--- src/rtl/seven_seg_scan_driver.sv ---
// seven_seg_scan_driver: time-multiplexed common-anode seven-segment driver
// with frame-synchronous value updates, leading-zero blanking and anti-ghost dead time.
module seven_seg_scan_driver #(
    parameter int NUM_DIGITS     = 4,
    parameter int CLK_DIV        = 50000,
    parameter int GHOST_CYC      = 2,
    parameter bit SEG_ACTIVE_LOW = 1'b1,
    parameter bit AN_ACTIVE_LOW  = 1'b1
) (
    input  logic                    clk,
    input  logic                    rst,
    input  logic                    enable,
    input  logic                    load,
    input  logic [4*NUM_DIGITS-1:0] value_in,
    input  logic [NUM_DIGITS-1:0]   dp_in,
    input  logic                    hex_mode,
    input  logic                    blank_lz,
    output logic [6:0]              seg,
    output logic                    dp,
    output logic [NUM_DIGITS-1:0]   an,
    output logic                    upd_pending
);
    localparam int CW = $clog2(CLK_DIV);
    localparam int IW = NUM_DIGITS > 1 ? $clog2(NUM_DIGITS) : 1;
    localparam logic [6:0] FONT [16] = '{
        7'h3F, 7'h06, 7'h5B, 7'h4F, 7'h66, 7'h6D, 7'h7D, 7'h07,
        7'h7F, 7'h6F, 7'h77, 7'h7C, 7'h39, 7'h5E, 7'h79, 7'h71
    };
    localparam logic [6:0]            SEG_OFF = {7{SEG_ACTIVE_LOW}};
    localparam logic [NUM_DIGITS-1:0] AN_OFF  = {NUM_DIGITS{AN_ACTIVE_LOW}};

    logic [CW-1:0]           div_cnt;
    logic [IW-1:0]           digit_idx;
    logic [4*NUM_DIGITS-1:0] pend_val, disp_val;
    logic [NUM_DIGITS-1:0]   pend_dp, disp_dp, run;
    logic                    slot_end, frame_end, blanked, dp_nxt;
    logic [3:0]              nib;
    logic [6:0]              seg_nxt;
    logic [NUM_DIGITS-1:0]   an_nxt;

    assign slot_end  = div_cnt == CW'(CLK_DIV - 1);
    assign frame_end = slot_end && digit_idx == IW'(NUM_DIGITS - 1);

    // run[k]: digit k and every digit above it are zero with no decimal point
    for (genvar i = 0; i < NUM_DIGITS; i++) begin : g_lz
        if (i == NUM_DIGITS - 1) begin : g_top
            assign run[i] = disp_val[4*i +: 4] == 4'd0 && !disp_dp[i];
        end else begin : g_mid
            assign run[i] = disp_val[4*i +: 4] == 4'd0 && !disp_dp[i] && run[i+1];
        end
    end

    assign nib     = disp_val[4*digit_idx +: 4];
    assign blanked = blank_lz && digit_idx != '0 && run[digit_idx];
    assign seg_nxt = (blanked || (!hex_mode && nib > 4'd9)) ? 7'h00 : FONT[nib];
    assign dp_nxt  = !blanked && disp_dp[digit_idx];
    assign an_nxt  = (enable && int'(div_cnt) >= GHOST_CYC) ? NUM_DIGITS'(1) << digit_idx : '0;

    always_ff @(posedge clk or posedge rst) begin
        if (rst) begin
            div_cnt     <= '0;
            digit_idx   <= '0;
            pend_val    <= '0;
            pend_dp     <= '0;
            disp_val    <= '0;
            disp_dp     <= '0;
            upd_pending <= 1'b0;
            seg         <= SEG_OFF;
            dp          <= SEG_ACTIVE_LOW;
            an          <= AN_OFF;
        end else begin
            div_cnt <= slot_end ? '0 : div_cnt + 1'b1;
            if (slot_end)
                digit_idx <= frame_end ? '0 : digit_idx + 1'b1;
            if (load) begin
                pend_val <= value_in;
                pend_dp  <= dp_in;
            end
            // display takes the pending value as it stood before any same-edge load
            if (frame_end && upd_pending) begin
                disp_val <= pend_val;
                disp_dp  <= pend_dp;
            end
            upd_pending <= load || (upd_pending && !frame_end);
            seg <= seg_nxt ^ SEG_OFF;
            dp  <= dp_nxt ^ SEG_ACTIVE_LOW;
            an  <= an_nxt ^ AN_OFF;
        end
    end
endmodule
--- config.mk ---
export PLATFORM = sky130hd
export DESIGN_NAME = seven_seg_scan_driver
export DESIGN_NICKNAME = d
export VERILOG_FILES = /design/src/rtl/seven_seg_scan_driver.sv
export SDC_FILE = /design/constraint.sdc
export NUM_CORES = 1
export LEC_CHECK = 0
export CORE_AREA = 2 2 85 87
export DETAILED_ROUTE_END_ITERATION = 10
export DIE_AREA = 0 0 87 89
export PLACE_DENSITY = 0.74
export SETUP_SLACK_MARGIN = 0.5
export SLEW_MARGIN = 20
export SYNTH_ARGS = -nofsm -noshare
export SYNTH_HDL_FRONTEND = slang
export SYNTH_SLANG_ARGS = --single-unit
--- constraint.sdc ---
create_clock -name clk -period 2.4 [get_ports clk]
set_input_delay 0.72 -clock clk [delete_from_list [all_inputs] [get_ports clk]]
set_output_delay 0.72 -clock clk [all_outputs]
set_load 0.01 [all_outputs]
# Word level (Yosys, flattened, before mapping)
# Memory sizes are Yosys's and may differ from the RTL's.
# Cells that the tools add are included.
# classes
mux,10
n_mul,0
shifts,2
addsub,2
n_div,0
order_cmp,4
n_bitwise,4
n_reduce_logical,29
n_eq_ne,2
# op_table
operator,n
two-way mux 7 bit,3
"adder 16 x 1 -> 16 bit, second input constant",1
"equality test 16 bit, second input constant",1
"greater-or-equal comparator 16 x 2 -> 1 bit, second input constant",1
logical NOT 4 bit,4
two-way mux 16 bit,1
variable part select 16 x 5 -> 4 bit,1
logical AND 1 bit,15
logical NOT 1 bit,7
NOT 7 bit,1
"greater-or-equal comparator 5 bit, second input constant",1
NOT 4 -> 5 bit,1
binary-select mux 1 bit (select 2 bit),2
"> comparator 4 bit, second input constant",1
two-way mux 4 bit,1
NOT 4 bit,1
"left shift 1 x 2 -> 4 bit, first input constant",1
"less-than comparator 2 x 3 -> 1 bit, second input constant",1
"adder 2 x 1 -> 2 bit, second input constant",1
"equality test 2 bit, second input constant",1
logical OR 1 bit,2
two-way mux 1 bit,2
two-way mux 2 bit,1
nonzero test 2 bit,1
NOT 1 bit,1
# totals
mem_bits_ro,112
wordCells,64
latch_bits,0
regBits,71
mem_count,1
ram_bits,0
in_bits,26
out_inout_bits,13
# memory_table
name,words,width,read_ports,rd_clocked_by_memory_dff,write_ports,line,rtl
(name not given),16,7,1,0,0,55,assign seg_nxt = (blanked || (!hex_mode && nib > 4'd9)) ? 7'h00 : FONT[nib];

# Longest topological paths before layout
# logic_depth
ltp_word,11
depth_mapped,8
mapped_depth_nobuf,7

# Least setup slack after synthesis
# OpenSTA, ideal clock, no wires.
# synth_timing
kind,register -> register
start,register digit_idx[0]
end,register seg[2]
arrival_time_ns,1.966
path_stages_with_launch,9
period_less_slack_ns,2.063
path_slack_ns,0.337
path_buffers,1
required_time_ns,2.303
setup_ns,0.097
path_cell_list,dfrtp_1 buf_2 mux4_2 inv_1 ha_1 nor2_1 nor2_1 o32a_1 o221ai_1
# synth_between
elab_chain_cells,7
elab_cells_between_ends,15
cone_classes,order compare: 1; shift: 1; mux: 5; bitwise: 2; reduce/logical: 5; memory: 1
# synth_rtl
item,line,rtl
from (decl),33,logic [IW-1:0] digit_idx;
from (signal assigned),74,digit_idx <= frame_end ? '0 : digit_idx + 1'b1;
variable part select 16 x 5 -> 4 bit,53,assign nib = disp_val[4*digit_idx +: 4];
NOT 4 -> 5 bit (not written as such),55,
memory (16 x 7 bit),n/a,
two-way mux 7 bit (not written as such) (2 in a row),55,
two-way mux 7 bit *,55,
NOT 7 bit (no source line) *,n/a,
to (signal assigned),85,seg <= seg_nxt ^ SEG_OFF;
to (decl),18,"output logic [6:0] seg,"
# Mark *: on every way between the ends. The rest lies on a longest branch, timed or not. The select of a mux whose other input is x is not followed.
# A chain may end at the register's enable or synchronous reset.

# Worst setup path in the final report
# layout_timing
start,register digit_idx[0]
end,register seg[6]
# Same word-level chain as after synthesis.

==> results_dict.tcl <==
set metrics [dict create \
    outcome "completed" \
    root_buffer "clkbuf_8" \
    syn_inst 255 \
    cts_buffer_depth 2 \
    cts_tree "done" \
    portBuffers 38 \
    io_pins 39 \
    crit_type "flip-flop to flip-flop" \
    drt_iter0_drc 109 \
    syn_nets 293 \
    postSynthAreaPerCell_um2 12.9 \
    avgRoutedWirePerCell_um 14.5 \
    clk_pin_slew_ps 80 \
    post_dp_cell_area_um2 3810 \
    finalWeightedCongestion 0.848 \
    min_period_over_period_pct 82.0 \
    layout_min_cycle_time_ps 1970 \
    drtAntennaViolNets 0 \
    max_cap_viol_count 0 \
    place_hpwl_um 3940 \
    syn_to_final_growth_pct 25.8 \
    dr.pass1.iters 6 \
    end_kind "flip-flop" \
    total_power_mw 2.39 \
    start_util_pct 49.1 \
    arrival_ps 2230 \
    worst_pin_slew_ps 446 \
    skew_ps 12.9 \
    n_antenna_cell 0 \
    rows 30 \
    slew_viol_final 0 \
    critPathMaxFanout 3 \
    fillCellCount 518 \
    die_h_um 89 \
    fmax_mhz 508 \
    start_kind "flip-flop" \
    vdd_drop_max_v 0.000397 \
    synth_area_um2 3300 \
    yosysWarnings 0 \
    grt_max_degree 72 \
    synth_edf_count 0 \
    synth_cell_types 37 \
    clock_sinks 71 \
    slew_headroom_pct 70.0 \
    via_per_inst 5.21 \
    grt_pass1_wl_um 9590 \
    hp-class "flip-flop to flip-flop" \
    grt_pass1_vias 2064 \
    routed_wl_um 5760 \
    h-tree-depth 3 \
    ys_seq_area_share_pct 54.3 \
    clock_latency_ps 340 \
    vias 2068 \
    async_reset_ff_share_pct 100 \
    synth_ff_type "dfrtp_1" \
    core_um2 6720 \
    grt_setup_unrepaired "yes" \
    drc 0 \
    p_per_area_nw_per_um2 575 \
    grt_overflow_total 0 \
    cts-buffers-inserted 9 \
    dieArea_um2 7740 \
    fin_nets 351 \
    setup_tns_ps 0 \
    hold_viol_final 0 \
    grt_use_total_pct 16.2 \
    drive_above_1_share_pct 33.8 \
    setup_viol 0 \
    rrSetupSlack_ps 430 \
    synth_seq_cells 71 \
    antenna_found_initial 0 \
    p_leak_nw 1.89 \
    design_area_um2 4150 \
    die_w_um 87 \
    required_ps 2670 \
]
==> cell usage in the layout, fill, tap and decap left out, types with 6 or more instances in the layout <==
cell and n:
buf_4 13, clkbuf_8 10, clkdlybuf4s50_1 25, dfrtp_1 57
dfstp_2 12, dlygate4sd2_1 13, ha_1 8, inv_1 10
mux2_2 21, mux2_4 20, nand2_1 17, nand3_1 11
nor2_1 20, nor3_1 6, xnor2_1 9
==> layer usage <==
metal	routed length, um	share of wire (%)	track usage, %
met5	0	0	0
met4	51	0.89	4.69
met3	244	4.2	5.82
met2	2870	50	26.2
met1	2590	45	20.7
==> synth_stat cells, drive strengths merged (2+ instances only) <==
master	instances	area share (%)
or4	4	0.91
a21oi	3	0.45
ha	12	4.5
nand2	17	1.9
mux2	41	16
mux4	5	3.4
dfrtp	59	45
nor4	4	1.2
o21ai	6	0.91
xnor2	9	2.4
dfstp	12	9.6
clkbuf	4	0.45
nand3	13	2.1
nor2	21	2.4
buf	4	0.99
o211ai	2	0.45
xor2	5	1.3
nor3	6	0.91
inv	13	1.5
mux2i	2	0.61
==> cell type report <==
class	instances	area (um2)	area share, %
Sequential cell	71	1790	43.2
Multi-Input combinational cell	163	1470	35.5
Timing Repair Buffer	55	515	12.4
Clock buffer	11	141	3.40
Tap cell	80	100	2.41
Clock inverter	4	70.1	1.69
Inverter	13	57.6	1.39
==> through the flow <==
step	hold WS, ps	setup slack [ps]	utilization (%)	std cells
2_1_floorplan	463	447	-	255
3_3_place_gp	482	324	56.7	370
3_5_place_dp	491	326	56.7	370
4_1_cts	504	400	60.5	391
5_1_grt	525	338	61.8	397
6_report	505	431	61.8	397
==> final timing paths <==
kind,start,endpoint,depth (start not counted)
setup reg to reg,digit_idx[0]$_DFFE_PP0N_,seg[6]$_DFF_PP1_,7
hold / removal,pend_val[11]$_DFFE_PP0P_,disp_val[11]$_DFFE_PP0P_,1
setup / recovery,digit_idx[0]$_DFFE_PP0N_,seg[6]$_DFF_PP1_,7
max in group asynchronous,rst,seg[6]$_DFF_PP1_,3
min in group asynchronous,rst,digit_idx[1]$_DFFE_PP0N_,3
hold reg to reg,pend_val[11]$_DFFE_PP0P_,disp_val[11]$_DFFE_PP0P_,1
==> critical path, stage by stage (launching register included) <==
cell	delay [ps]
dfrtp_2	420
mux4_2	600
ha_4	200
nor2_2	70
nor2_1	40
o32a_1	330
buf_4	170
o211ai_1	70
==> flip-flops by register name, summed over array words and instances (netlist names), 2 cells and up <==
name and flops:
div_cnt 16, disp_dp 4, pend_val 16, pend_dp 4
an 4, digit_idx 2, seg 7, disp_val 16
==> cell families after synthesis <==
group	Yosys count	synth area share [%]
simple gates	71	10.7
flops	71	54.3
fa+ha+maj	12	4.55
xor+xnor	14	3.72
buf+inv	21	2.92
mux	48	20.3
compound gates	18	3.56
==> power by group <==
group,internal (mW),total (mW),switching (mW)
logic,0.0724,0.115,0.0430
registers,1.23,1.25,0.0179
clock network,0.605,1.02,0.417
total,1.91,2.39,0.478
==> timing repair <==
item	CTS	global route
buffers inserted	6	6
gates resized for setup	17	12
hold buffers	0	0
setup endpoints to repair	40	27
pin swaps	3	2
No activity file was read; power rests on OpenSTA's default activity.
